===== config.mk =====
export PLATFORM = sky130hd
export DESIGN_NAME = image_stream_framer
export DESIGN_NICKNAME = d
export VERILOG_FILES = /design/src/rtl/image_stream_pkg.sv /design/src/rtl/stream_beat_counter.sv /design/src/rtl/image_stream_framer.sv
export SDC_FILE = /design/constraint.sdc
export NUM_CORES = 1
export LEC_CHECK = 0
export ABC_AREA = 1
export CAP_MARGIN = 30
export CORE_MARGIN = 2
export CORE_UTILIZATION = 40
export CTS_BUF_LIST = sky130_fd_sc_hd__clkbuf_4
export DETAILED_ROUTE_END_ITERATION = 7
export HOLD_SLACK_MARGIN = 0.06
export PLACE_DENSITY = 0.67
export SYNTH_ARGS = -nofsm -noshare
export SYNTH_HDL_FRONTEND = slang
export SYNTH_SLANG_ARGS = --single-unit

===== constraint.sdc =====
create_clock -name sys_clk -period 4.3 [get_ports sys_clk]
set_clock_uncertainty 0.05 [all_clocks]
set_input_delay 0.86 -clock sys_clk [delete_from_list [all_inputs] [get_ports sys_clk]]
set_output_delay 0.86 -clock sys_clk [all_outputs]
set_load 0.01 [all_outputs]

===== src/rtl/image_stream_pkg.sv =====
// Shared types and helpers for the image stream framer.
package image_stream_pkg;

  localparam int UF_W   = 16;
  localparam int MAP_W  = 1024;
  localparam int MAP_AW = 10;

  typedef enum logic [2:0] {
    IDLE = 3'd0,
    NFP  = 3'd1,
    NFW  = 3'd2,
    GAP  = 3'd3,
    ROW  = 3'd4,
    FIN  = 3'd5
  } state_e;

  // Reorders lane_n lanes of dwidth bits; bits above lane_n*dwidth come back zero.
  function automatic logic [MAP_W-1:0] lane_map(input logic [MAP_W-1:0] data,
                                                input logic             reverse,
                                                input int               lane_n,
                                                input int               dwidth);
    logic [MAP_W-1:0] res;
    int               src;
    res = '0;
    for (int b = 0; b < MAP_W; b++) begin
      if (b < lane_n * dwidth) begin
        if (reverse) begin
          src = (lane_n - 1 - (b / dwidth)) * dwidth + (b % dwidth);
        end else begin
          src = b;
        end
        res[MAP_AW'(b)] = data[MAP_AW'(src)];
      end else begin
        res[MAP_AW'(b)] = 1'b0;
      end
    end
    return res;
  endfunction

endpackage


===== src/rtl/stream_beat_counter.sv =====
// Row and beat position tracker for the framer, with first/last flags.
module stream_beat_counter #(
  parameter int CNT_W = 16
) (
  input  logic             sys_clk,
  input  logic             sys_rst_n,
  input  logic             clr,
  input  logic             adv,
  input  logic [CNT_W-1:0] row_size,
  input  logic [CNT_W-1:0] beats_per_row,
  output logic             first_beat,
  output logic             last_beat,
  output logic             last_row
);

  logic [CNT_W-1:0] beat_cnt_r;
  logic [CNT_W-1:0] row_cnt_r;

  // Beat counter wraps at end of row; the wrap advances the row counter.
  always_ff @(posedge sys_clk or negedge sys_rst_n) begin
    if (!sys_rst_n) begin
      beat_cnt_r <= '0;
      row_cnt_r  <= '0;
    end else if (clr) begin
      beat_cnt_r <= '0;
      row_cnt_r  <= '0;
    end else if (adv && last_beat) begin
      beat_cnt_r <= '0;
      row_cnt_r  <= row_cnt_r + CNT_W'(1);
    end else if (adv) begin
      beat_cnt_r <= beat_cnt_r + CNT_W'(1);
    end else begin
      beat_cnt_r <= beat_cnt_r;
      row_cnt_r  <= row_cnt_r;
    end
  end

  assign first_beat = (beat_cnt_r == '0);
  assign last_beat  = (beat_cnt_r == beats_per_row - CNT_W'(1));
  assign last_row   = (row_cnt_r == row_size - CNT_W'(1));

endmodule


===== src/rtl/image_stream_framer.sv =====
// Frame source: pulls multi-lane beats upstream and re-emits them as a
// row-structured stream with frame/row markers and inter-row gaps.
module image_stream_framer
  import image_stream_pkg::*;
#(
  parameter int DWIDTH        = 10,
  parameter int LANE_N        = 8,
  parameter int CNT_W         = 16,
  parameter int GAP_W         = 8,
  parameter int NF_GAP        = 4,
  parameter int REVERSE_LANES = 1
) (
  input  logic                     sys_clk,
  input  logic                     sys_rst_n,
  input  logic                     start,
  input  logic                     abort,
  input  logic [CNT_W-1:0]         rowSize,
  input  logic [CNT_W-1:0]         pixPerSlot,
  input  logic [GAP_W-1:0]         rowGap,
  input  logic [LANE_N*DWIDTH-1:0] s_data,
  input  logic                     s_vld,
  output logic                     s_rdy,
  output logic                     new_frame,
  output logic [LANE_N*DWIDTH-1:0] data_out,
  output logic                     data_vld,
  output logic                     sol,
  output logic                     eol,
  output logic                     eof,
  output logic                     busy,
  output logic                     frame_done,
  output logic [UF_W-1:0]          underflow_cnt
);

  localparam int BEAT_W = LANE_N * DWIDTH;
  localparam int NFW_W  = (NF_GAP > 0) ? $clog2(NF_GAP + 1) : 1;
  localparam int WAIT_W = (NFW_W > GAP_W) ? NFW_W : GAP_W;

  state_e              state_r, next_state_s;
  logic [CNT_W-1:0]    rows_r, beats_r;
  logic [GAP_W-1:0]    gap_r;
  logic [WAIT_W-1:0]   wait_cnt_r, wait_tgt_s;
  logic                wait_last_s, start_ok_s, empty_s, xfer_s, row_end_s;
  logic                first_beat_s, last_beat_s, last_row_s;
  logic                new_frame_r, busy_r, frame_done_r, data_vld_r, sol_r, eol_r, eof_r;
  logic                new_frame_d_s, busy_d_s, frame_done_d_s, data_vld_d_s, sol_d_s, eol_d_s, eof_d_s;
  logic [BEAT_W-1:0]   data_r, data_d_s;
  logic [UF_W-1:0]     uf_r, uf_d_s;

  assign start_ok_s = (state_r == IDLE) && start;
  assign empty_s    = (rowSize == '0) || (pixPerSlot == '0);
  assign s_rdy      = (state_r == ROW);
  assign xfer_s     = (state_r == ROW) && s_vld && !abort;
  assign row_end_s  = xfer_s && last_beat_s;

  stream_beat_counter #(.CNT_W(CNT_W)) u_cnt (
    .sys_clk       (sys_clk),
    .sys_rst_n     (sys_rst_n),
    .clr           (start_ok_s || abort),
    .adv           (xfer_s),
    .row_size      (rows_r),
    .beats_per_row (beats_r),
    .first_beat    (first_beat_s),
    .last_beat     (last_beat_s),
    .last_row      (last_row_s)
  );

  // Configuration is captured only when a start is accepted.
  always_ff @(posedge sys_clk or negedge sys_rst_n) begin
    if (!sys_rst_n) begin
      rows_r  <= '0;
      beats_r <= '0;
      gap_r   <= '0;
    end else if (start_ok_s) begin
      rows_r  <= rowSize;
      beats_r <= pixPerSlot;
      gap_r   <= rowGap;
    end else begin
      rows_r  <= rows_r;
      beats_r <= beats_r;
      gap_r   <= gap_r;
    end
  end

  // Shared wait timer for the post-frame-pulse pause and the row gaps.
  always_comb begin
    case (state_r)
      NFW:     wait_tgt_s = WAIT_W'(NF_GAP);
      GAP:     wait_tgt_s = WAIT_W'(gap_r);
      default: wait_tgt_s = '0;
    endcase
  end

  assign wait_last_s = (wait_cnt_r == wait_tgt_s - WAIT_W'(1));

  // Wait counter runs only in the timed states and restarts between them.
  always_ff @(posedge sys_clk or negedge sys_rst_n) begin
    if (!sys_rst_n) begin
      wait_cnt_r <= '0;
    end else if (((state_r == NFW) || (state_r == GAP)) && !wait_last_s) begin
      wait_cnt_r <= wait_cnt_r + WAIT_W'(1);
    end else begin
      wait_cnt_r <= '0;
    end
  end

  // State register.
  always_ff @(posedge sys_clk or negedge sys_rst_n) begin
    if (!sys_rst_n) begin
      state_r <= IDLE;
    end else begin
      state_r <= next_state_s;
    end
  end

  // Next-state logic; abort overrides everything outside IDLE.
  always_comb begin
    next_state_s = state_r;
    case (state_r)
      IDLE: begin
        if (start) next_state_s = empty_s ? FIN : NFP;
        else       next_state_s = IDLE;
      end
      NFP: begin
        if (abort)              next_state_s = IDLE;
        else if (NF_GAP != 0)   next_state_s = NFW;
        else if (gap_r != '0)   next_state_s = GAP;
        else                    next_state_s = ROW;
      end
      NFW: begin
        if (abort)              next_state_s = IDLE;
        else if (!wait_last_s)  next_state_s = NFW;
        else if (gap_r != '0)   next_state_s = GAP;
        else                    next_state_s = ROW;
      end
      GAP: begin
        if (abort)              next_state_s = IDLE;
        else if (wait_last_s)   next_state_s = ROW;
        else                    next_state_s = GAP;
      end
      ROW: begin
        if (abort)              next_state_s = IDLE;
        else if (!row_end_s)    next_state_s = ROW;
        else if (last_row_s)    next_state_s = FIN;
        else if (gap_r != '0)   next_state_s = GAP;
        else                    next_state_s = ROW;
      end
      FIN:     next_state_s = IDLE;
      default: next_state_s = IDLE;
    endcase
  end

  // Next values of the registered outputs.
  always_comb begin
    new_frame_d_s  = (next_state_s == NFP);
    busy_d_s       = (next_state_s == NFP) || (next_state_s == NFW) ||
                     (next_state_s == GAP) || (next_state_s == ROW);
    frame_done_d_s = (state_r == FIN) && !abort;
    data_vld_d_s   = xfer_s;
    sol_d_s        = xfer_s && first_beat_s;
    eol_d_s        = row_end_s;
    eof_d_s        = row_end_s && last_row_s;
    if (xfer_s) begin
      data_d_s = BEAT_W'(lane_map(MAP_W'(s_data), REVERSE_LANES != 0, LANE_N, DWIDTH));
    end else begin
      data_d_s = data_r;
    end
    if (start_ok_s) begin
      uf_d_s = '0;
    end else if ((state_r == ROW) && !s_vld && (uf_r != {UF_W{1'b1}})) begin
      uf_d_s = uf_r + UF_W'(1);
    end else begin
      uf_d_s = uf_r;
    end
  end

  // Output registers.
  always_ff @(posedge sys_clk or negedge sys_rst_n) begin
    if (!sys_rst_n) begin
      new_frame_r  <= 1'b0;
      busy_r       <= 1'b0;
      frame_done_r <= 1'b0;
      data_vld_r   <= 1'b0;
      sol_r        <= 1'b0;
      eol_r        <= 1'b0;
      eof_r        <= 1'b0;
      data_r       <= '0;
      uf_r         <= '0;
    end else begin
      new_frame_r  <= new_frame_d_s;
      busy_r       <= busy_d_s;
      frame_done_r <= frame_done_d_s;
      data_vld_r   <= data_vld_d_s;
      sol_r        <= sol_d_s;
      eol_r        <= eol_d_s;
      eof_r        <= eof_d_s;
      data_r       <= data_d_s;
      uf_r         <= uf_d_s;
    end
  end

  assign new_frame     = new_frame_r;
  assign busy          = busy_r;
  assign frame_done    = frame_done_r;
  assign data_vld      = data_vld_r;
  assign sol           = sol_r;
  assign eol           = eol_r;
  assign eof           = eof_r;
  assign data_out      = data_r;
  assign underflow_cnt = uf_r;

endmodule


Word-level counts from Yosys, hierarchy flattened
Index checks and enable logic that the tools add are counted.
Widths: inputs -> output; s select.

operators by class
  add/subtract/negate cells = 7
  order comparisons = 80
  equality and inequality tests = 13
  multiplexer cells = 341
  reduce and logical (&&, ||, !) cells = 27

operators with widths
  cell                   number
  $lt 10x12->1 const B   80
  $bmux 1 s10            80
  $mux 10                80
  $mux 1                 160
  $mux 16                7
  $add 16x1->16 const B  3
  $logic_not 16->1       3
  $eq 16x16->1           2
  $sub 16x1->16 const B  2
  $mux 3                 10
  $ne 16x16->1 const B   1
  $pmux 8 s2             1
  $pmux 3 s5             1
  $eq 3x2->1 const B     4
  $logic_and 1x1->1      10
  $eq 3x3->1 const B     3
  $add 8x1->8 const B    1
  $eq 8x8->1             1
  $mux 8                 1
  $reduce_bool 8->1      1
  $sub 8x1->8 const B    1
  $eq 3x1->1 const B     2
  $logic_or 1x1->1       6
  $reduce_bool 2->1      2
  4 further kinds        6

word-level totals
  register bits = 186
  bits of input ports = 125
  output and inout bits = 104
  logic and storage cells = 484

Logic depth before layout (Yosys ltp)
Gate-level depths: netlist of the first run.

  word-level depth = 11
  gate-level depth with buffers = 21
  gate-level depth less buffers = 21

Modules after synthesis
Synthesis of the first run repeated with hierarchy kept, for this count alone.

unflattened totals
  cells, all modules = 1333
  area, all modules = 10112.2 µm²

by module, submodules not included
  module               times used  cells each  area each (µm²)  sequential area each (µm²)
  image_stream_framer  1           815         6693.9           3853.7
  stream_beat_counter  1           518         3418.3           800.8

Worst setup path before layout of the first run
No wires, ideal clock.

  path kind = input port to flip-flop
  from = in abort
  to = reg u_cnt.row_cnt_r[7]
  setup time = 0.121 ns
  arrival = 2.316 ns
  data required time = 4.129 ns
  path slack = 1.812 ns
  stages on the path = 15
  path buffers = 1
  path through = inv_1 nand2_1 nor2_4 nand2_1 nor2_1 nand2_1 nor2_1 nand3_2 nor2_4 buf_6 nand2_1 nor2_2 nand3_1 o21ai_1 a21oi_1

on the way
  word-level cells in the longest chain between the ends = 4
  elaborated cells between the ends (all ways) = 6
  classes of those cells = 1 x mux; 5 x reduce/logical

RTL lines
  element                      RTL line                   RTL
  start, declared              image_stream_framer.sv:16  input logic abort,
  $logic_not 1->1              image_stream_framer.sv:52  assign xfer_s = (state_r == ROW) && s_vld && !abort;
  $logic_and 1x1->1            image_stream_framer.sv:52
  $logic_and 1x1->1            -
  net eol_d_s                  image_stream_framer.sv:45  logic new_frame_d_s, busy_d_s, frame_done_d_s, data_vld_d_s, sol_d_s, eol_d_s, eof_d_s;
  $reduce_bool 2->1 (no line)  -
  end signal, assigned         stream_beat_counter.sv:29  row_cnt_r <= row_cnt_r + CNT_W'(1);
  end signal, assigned         stream_beat_counter.sv:34  row_cnt_r <= row_cnt_r;
  end, declared                stream_beat_counter.sv:17  logic [CNT_W-1:0] row_cnt_r;

The timed path passes the listed nets, and every way through them passes these cells.
A chain may end at the register's enable or synchronous reset.

Final worst setup path of the first run
  from = reg beats_r[0]
  to = reg u_cnt.row_cnt_r[10]

on the way
  word-level cells in the longest chain between the ends = 4

RTL lines
  element                      RTL line                   RTL
  start, declared              image_stream_framer.sv:39  logic [CNT_W-1:0] rows_r, beats_r;
  start signal, assigned       image_stream_framer.sv:75  beats_r <= pixPerSlot;
  start signal, assigned       image_stream_framer.sv:79  beats_r <= beats_r;
  $sub 16x1->16                stream_beat_counter.sv:39  assign last_beat = (beat_cnt_r == beats_per_row - CNT_W'(1));
  $eq 16x16->1                 stream_beat_counter.sv:39
  $logic_and 1x1->1            stream_beat_counter.sv:27  end else if (adv && last_beat) begin
  $reduce_bool 2->1 (no line)  -

No other way between the ends.

==> results of run 1 <==
## layout by cell type (no fill, tap or decap), drive strengths merged
cell type / n
xor3: 1
o41ai: 1
nor3: 24
clkdlybuf4s50: 227
diode: 1
or2: 1
nor2: 134
nand3b: 6
nand2b: 1
nor3b: 5
o22ai: 4
nand3: 71
clkinv: 6
xor2: 28
o21ai: 63
and3: 1
ha: 8
a21oi: 25
clkbuf: 18
a221oi: 1
xnor2: 12
a211oi: 2
nand2: 498
o21a: 1
nand4: 17
o21ba: 1
dfrtp: 186
nor4: 10
a31oi: 1
inv: 132
buf: 8
o21bai: 3
## cells by family after synthesis
kind of cell / after synthesis / synth area share, %
flops: 186 / 48.7
simple gates: 768 / 34.2
buf+inv: 155 / 6.29
fa+ha+maj: 8 / 1.05
xor+xnor: 41 / 3.99
compound gates: 102 / 5.74
## cells in the mapped netlist
| cell | count | area, µm² |
|---|---|---|
| o21bai_1 | 3 | 22.5 |
| buf_6 | 2 | 22.5 |
| xor3_1 | 1 | 23.8 |
| nand4_1 | 17 | 106 |
| nand3_2 | 5 | 50.1 |
| xnor2_1 | 11 | 96.3 |
| nand3_1 | 65 | 325 |
| a221oi_1 | 1 | 8.76 |
| nand2_4 | 1 | 11.3 |
| nor4_1 | 10 | 62.6 |
| o21ba_2 | 1 | 10.0 |
| clkbuf_1 | 22 | 82.6 |
| o41ai_1 | 1 | 8.76 |
| o21ai_2 | 1 | 8.76 |
| ha_1 | 8 | 100 |
| dfrtp_1 | 186 | 4650 |
| xor2_1 | 28 | 245 |
| nor2_4 | 8 | 90.1 |
| nand3_4 | 1 | 17.5 |
| nand2b_1 | 1 | 6.26 |
| o21ai_1 | 3 | 15.0 |
| o21a_1 | 1 | 7.51 |
| or2_2 | 1 | 6.26 |
| a211oi_1 | 2 | 15.0 |
| buf_1 | 5 | 18.8 |
| nand3b_1 | 6 | 45.0 |
| inv_1 | 119 | 447 |
| buf_2 | 3 | 15.0 |
| a31oi_1 | 1 | 6.26 |
| a21oi_1 | 25 | 125 |
| nand2_2 | 11 | 68.8 |
| nor3b_1 | 5 | 37.5 |
| o21ai_0 | 59 | 295 |
| and3_1 | 1 | 6.26 |
| nand2_1 | 486 | 1820 |
| nor2_1 | 118 | 443 |
| inv_2 | 4 | 15.0 |
| nor3_1 | 24 | 120 |
| o22ai_1 | 4 | 25.0 |
| xnor2_2 | 1 | 16.3 |
| nor2_2 | 8 | 50.1 |
## power breakdown
| group | switching [mW] | internal (mW) |
|---|---|---|
| Clock | 0.724 | 0.274 |
| Combinational | 0.983 | 0.663 |
| Sequential | 0.280 | 1.99 |
| Total | 1.99 | 2.92 |
## flip-flops by register name (all words and copies together) (netlist names)
name              count
sol                   1
u_cnt.beat_cnt_r     16
u_cnt.row_cnt_r      16
data_out             80
state_r               3
new_frame             1
rows_r               16
data_vld              1
frame_done            1
underflow_cnt        16
beats_r              16
eol                   1
gap_r                 8
wait_cnt_r            8
eof                   1
busy                  1
## per-stage QoR
stage          instance area, µm²  worst slack (ps)  total power [mW]  hold WS, ps
2_1_floorplan                9560              1810              3.37          406
3_5_place_dp                12200               766              3.94          409
6_report                    12500              1310              4.91          261
4_1_cts                     12500              1300              4.95          249
5_1_grt                     12500               988              5.30          261
3_3_place_gp                12200               876              3.91          402
## final timing paths
kind	startpoint	to	slack, ps	cells after the start
max in group asynchronous	sys_rst_n	underflow_cnt[4]$_DFFE_PN0P_	3040	2
max	beats_r[0]$_DFFE_PN0P_	u_cnt.row_cnt_r[10]$_DFFE_PN0P_	1310	16
min in group sys_clk	data_out[30]$_DFFE_PN0P_	data_out[30]$_DFFE_PN0P_	440	2
min	sys_rst_n	rows_r[4]$_DFFE_PN0P_	260	1
min reg2reg	data_out[30]$_DFFE_PN0P_	data_out[30]$_DFFE_PN0P_	440	2
max reg2reg	beats_r[0]$_DFFE_PN0P_	u_cnt.row_cnt_r[10]$_DFFE_PN0P_	1310	16
## routing by layer
metal	wire length [µm]	vias up	global-route usage (%)	part of all wire, %
met5	0	-	0	0
met4	238	0	4.33	0.90
met3	2590	16	8.25	9.8
met2	12200	257	35.5	46
met1	11300	3994	27.5	43
li1	-	4404	-	-
## final cells by class
cell class	instances	area, µm²	share of cell area [%]
Sequential cell	186	4650	37.3
Timing Repair Buffer	236	2370	19.0
Tap cell	319	399	3.20
Antenna cell	1	2.50	0.0200
Clock buffer	17	128	1.02
Inverter	123	462	3.70
Clock inverter	15	169	1.35
Multi-Input combinational cell	919	4310	34.5
==> summary.txt, run 1 <==
STA
  – Final worst-path cycle share: 69.5%
  – Worst Max-Slew Pin Slew: 816 ps
  – Final setup violation count: 0
  – Sum of negative setup slack: 0 ps
  – Pins over their slew limit: 0
  – Final Hold Vio Count: 0
  – RSZ-0062 raised after global routing: false
  – Min Tclk post-route: around 3000 ps
  – Worst slew margin: roughly 45%
  – Max Fclk: 335 MHz

Yosys
  – Area of the mapped netlist: 9560 µm²
  – Avg Inst Size Synth: 7.58 µm²
  – Register area share after synthesis: 48.7%
  – Synth cell types: 41
  – Synthesized flop and latch total: 186
  – Post-Synthesis Net Count: 1,393
  – Syn Inst Count: approximately 1,300
  – Synthesis Warnings: 0

GRT
  – Global-route usage over all layers: 21.7%
  – Global-route wire length before repair: 42,800 µm
  – Initial antenna violation count: 1
  – Vias in the first global route: 8,489
  – Largest net degree at the start of global routing: 88
  – Grt total ovfl: 0

Clock network
  – CTS tree: done
  – Post-CTS resize count: 0
  – Clk sink count: 186
  – Clock-pin slew on the worst setup and hold paths: ~180 ps
  – H-tree levels: 4
  – Cts bufs inserted: 17
  – Hold buffer count at cts: 0
  – Longest Clk Path Bufs: 2
  – Post-CTS Setup Bufs: 0
  – Root buf cell: clkbuf_4
  – Clk_lat worst skew: 590 ps

Placement
  – HPWL after DPL: between 15,000 and 20,000 µm
  – I/O Buffers: 228
  – Placed cells: 1,783
  – GPL Wtd Cong: roughly 0.86

Critical path
  – Crit path buffers/inverters: 3
  – Slowest CP cell: dfrtp_1
  – Kind of critical path: flop to flop
  – Worst setup SP type: flop
  – CP max FO: 15
  – Critical path's top delay family: simple AND/OR/NAND/NOR gates
  – Critical Path AT: 3440 ps
  – Slowest cell delay on critical path: about 430 ps
  – Crit path capture type: flop
  – Cell Chain, Critical Path: inv_1, ha_1, inv_1, nor2_1, nand2_1, nor2_4, nand3_1, nand2_1, nand2_1, nor2_1, nand3_2, nor2_4, nor2_4, inv_1, nand3_1, a21oi_1
  – Required time worst endpoint: around 4800 ps

Route
  – Detailed Route WL: around 26,000 µm
  – DRC violations left: 0
  – Final ANT Viol Nets: 0
  – Vias per cell: 4.77
  – Initial DRC Count: between 400 and 500
  – DR WL/cell: about 15 µm
  – First-pass DRT Iterations: 4
  – DR vias: just under 9,000

Floorplanning
  – Row count: 56
  – Initial core utilization: 40.7%
  – Die height: 159 µm
  – Die W: 159 µm
  – Core Area: around 23,000 µm²
  – Die ar.: 25,100 µm²
  – IO Pins: about 230

Worst hold path
  – Worst hold path type: input pin to async pin

Run status
  – Run status: complete, no violations

Final layout
  – Filler Cells Inserted: about 2,300
  – Post-Layout Cell Count: 1,816
  – Layout cells sized above 1: 5.55%
  – Final Util: 53.2%
  – Layout Nets: 1,616
  – Syn-to-layout area delta: 30.7%

Power and ir drop
  – Peak supply drop: about 0.18 mV
  – PD cells: 393 nW/µm²
  – LEAKAGE: ~6 nW

Flow run
  – Max Cap Violations: 0
Power figures use the tool's default switching activity.
==> run 2: changes to the inputs <==
==> constraint.sdc (replaced) <==
create_clock -name sys_clk -period 3 [get_ports sys_clk]
set_clock_uncertainty 0.05 [all_clocks]
set_input_delay 0.6 -clock sys_clk [delete_from_list [all_inputs] [get_ports sys_clk]]
set_output_delay 0.6 -clock sys_clk [all_outputs]
set_load 0.01 [all_outputs]
==> summary.txt, run 2 (synthesized netlist as in run 1, its figures left out) <==
Placement
  – I/O Buffers: 228 (unchanged)
  – GPL Wtd Cong: 0.871 (+1.7%)
  – Placed cells: 1,791 (+0.45%)
  – HPWL after DPL: 19,800 µm (+0.79%)

STA
  – Min Tclk post-route: between 2000 and 3000 ps
  – Final setup violation count: 0 (unchanged)
  – Final worst-path cycle share: 90.1%
  – Worst slew margin: 45.8% (+0.68 points)
  – Pins over their slew limit: 0 (unchanged)
  – Sum of negative setup slack: 0 ps (unchanged)
  – Max Fclk: between 300 and 400 MHz
  – Final Hold Vio Count: 0 (unchanged)
  – Worst Max-Slew Pin Slew: 806 ps (-10.0 ps)
  – RSZ-0062 raised after global routing: false

Final layout
  – Number of flip-flops in the largest register: 80 (unchanged)
  – Post-Layout Cell Count: 1,827 (+0.61%)
  – Multi-input gate area: 4310 µm² (about the same)
  – Filler Cells Inserted: 2,272 (-1.1%)
  – Most common cell after layout, fill and taps aside: nand2_1
  – Layout Nets: 1,626 (+0.62%)
  – Commonest non-fill, non-tap cells in the layout: nand2_1 (486), clkdlybuf4s50_1 (227), dfrtp_1 (186)
  – Syn-to-layout area delta: 31.8%
  – FF+latch area: 4650 µm² (unchanged)
  – Layout cells sized above 1: 6.31% (+0.76 points)

Power and ir drop
  – Total power: 7.08 mW (+44%)
  – PD cells: 562 nW/µm² (+43%)
  – Peak supply drop: 0.251 mV (+41%)
  – LEAKAGE: 6.00 nW (+0.95%)

GRT
  – Global-route usage over all layers: 21.6% (-0.051 points)
  – Largest net degree at the start of global routing: 81 (-8.0%)
  – Grt total ovfl: 0 (unchanged)
  – Top Usage Layer GRT: met2
  – Met2 Use GR: 34.8% (-0.64 points)
  – Initial antenna violation count: 2 (+1)
  – Vias in the first global route: 8,517 (+0.33%)
  – Grt met3 use: 9.39% (+1.1 points)
  – Met1 Track Usage GR: 26.8% (-0.76 points)
  – Global-route wire length before repair: 42,700 µm (about the same)

Critical path
  – Critical path startpoint: state_r[0]$_DFF_PN0_
  – Cell Chain, Critical Path: nor2_2, inv_1, nor2_1, clkdlybuf4s50_1
  – Slowest cell delay on critical path: 590 ps (+160 ps)
  – Reg2reg end: u_cnt.row_cnt_r[10]$_DFFE_PN0P_
  – Worst r2r src: beats_r[0]$_DFFE_PN0P_
  – Crit path capture type: output port
  – Kind of critical path: flop to output port
  – Required time worst endpoint: 2350 ps (-2410 ps)
  – Slowest CP cell: clkdlybuf4s50_1
  – CP max FO: 6 (-9)
  – Reg2Reg Depth: 16 (unchanged)
  – Worst setup SP type: flop
  – Critical path's top delay family: buffers and inverters
  – Crit path buffers/inverters: 2 (-1)
  – Critical Path AT: 2050 ps (-1390 ps)
  – Internal reg-to-reg setup slack: 360 ps (-950 ps)

Clock network
  – Clock-pin slew on the worst setup and hold paths: 180 ps (about the same)
  – H-tree levels: 4 (unchanged)
  – Clk sink count: 186 (unchanged)
  – Cts bufs inserted: 17 (unchanged)
  – Root buf cell: clkbuf_4
  – Clk_lat worst skew: 580 ps (about the same)
  – Longest Clk Path Bufs: 2 (unchanged)
  – CTS tree: done

Floorplanning
  – Die ar.: 25,100 µm² (unchanged)
  – Row count: 56 (unchanged)
  – Die W: 159 µm (unchanged)
  – IO Pins: 229 (unchanged)
  – Initial core utilization: 40.7% (unchanged)
  – Core Area: 23,500 µm² (unchanged)
  – Die height: 159 µm (unchanged)

Worst hold path
  – Worst hold path type: input pin to async pin

Route
  – DR WL/cell: 14.5 µm (-0.31%)
  – DRC violations left: 0 (unchanged)
  – Detailed Route WL: 26,400 µm (+0.30%)
  – DR vias: 8,719 (+0.55%)
  – Final ANT Viol Nets: 0 (unchanged)
  – First-pass DRT Iterations: 5 (+1)
  – Initial DRC Count: 519 (+4.4%)
  – Vias per cell: 4.77 (about the same)

Run status
  – Run status: complete, no violations

Flow run
  – Max Cap Violations: 0 (unchanged)
[run 2: layout make-up]
| class | instances | area share (%) |
|---|---|---|
| Sequential cell | 186 | 37.0 |
| Multi-Input combinational cell | 919 | 34.2 |
| Timing Repair Buffer | 246 | 19.5 |
| Inverter | 123 | 3.67 |
| Tap cell | 319 | 3.17 |
| Clock inverter | 14 | 1.33 |
| Clock buffer | 18 | 1.07 |
| Antenna cell | 2 | 0.0397 |
[run 2: power by group]
part | switching [mW] | internal [mW] | total (mW)
sequential | 0.396 | 2.85 | 3.24
clock | 1.04 | 0.407 | 1.45
combinational | 1.42 | 0.975 | 2.39
total | 2.85 | 4.23 | 7.08
[run 2: routing by layer]
layer | share of wire (%) | routed length (µm)
met1 | 43 | 11400
met2 | 46 | 12000
met5 | 0 | 0
met3 | 9.8 | 2580
met4 | 1.8 | 476
[run 2: worst register-to-register path, delay by kind of cell (launching register included)]
| kind | cells | cell delay, ps |
|---|---|---|
| AOI/OAI and AO/OA | 1 | 170 |
| adders and majority gates | 1 | 230 |
| buffers and inverters | 3 | 450 |
| DFF | 1 | 440 |
| and+or+nand+nor | 11 | 1230 |
[run 2: through the flow]
step	area (µm²)	util [%]	hold slack (ps)	worst slack, ps
6_report	12600	53.6	420	296
5_1_grt	12600	53.6	394	28.6
4_1_cts	12600	53.6	372	221
3_5_place_dp	12300	52.2	407	107
3_3_place_gp	12300	52.2	402	158
2_1_floorplan	9560	-	254	629
[run 2: how the worst max path moves through the flow]
stage                                      endpoint  slack, ps  depth (start not counted)
detailed placement  u_cnt.row_cnt_r[10]$_DFFE_PN0P_        110                         14
global placement    u_cnt.beat_cnt_r[3]$_DFFE_PN0P_        160                         14
floorplan            u_cnt.row_cnt_r[7]$_DFFE_PN0P_        630                         18
CTS                                           s_rdy        220                          4
finish                                        s_rdy        300                          4
global route         u_cnt.row_cnt_r[7]$_DFFE_PN0P_         30                         17
[run 2: what timing repair did]
| item | CTS | global route |
|---|---|---|
| setup buffers | 0 | 1 |
| hold buffers | 1 | 0 |
| resized for setup | 0 | 2 |
| setup endpoints to repair | 0 | 15 |
| hold endpoints to repair | 36 | 0 |
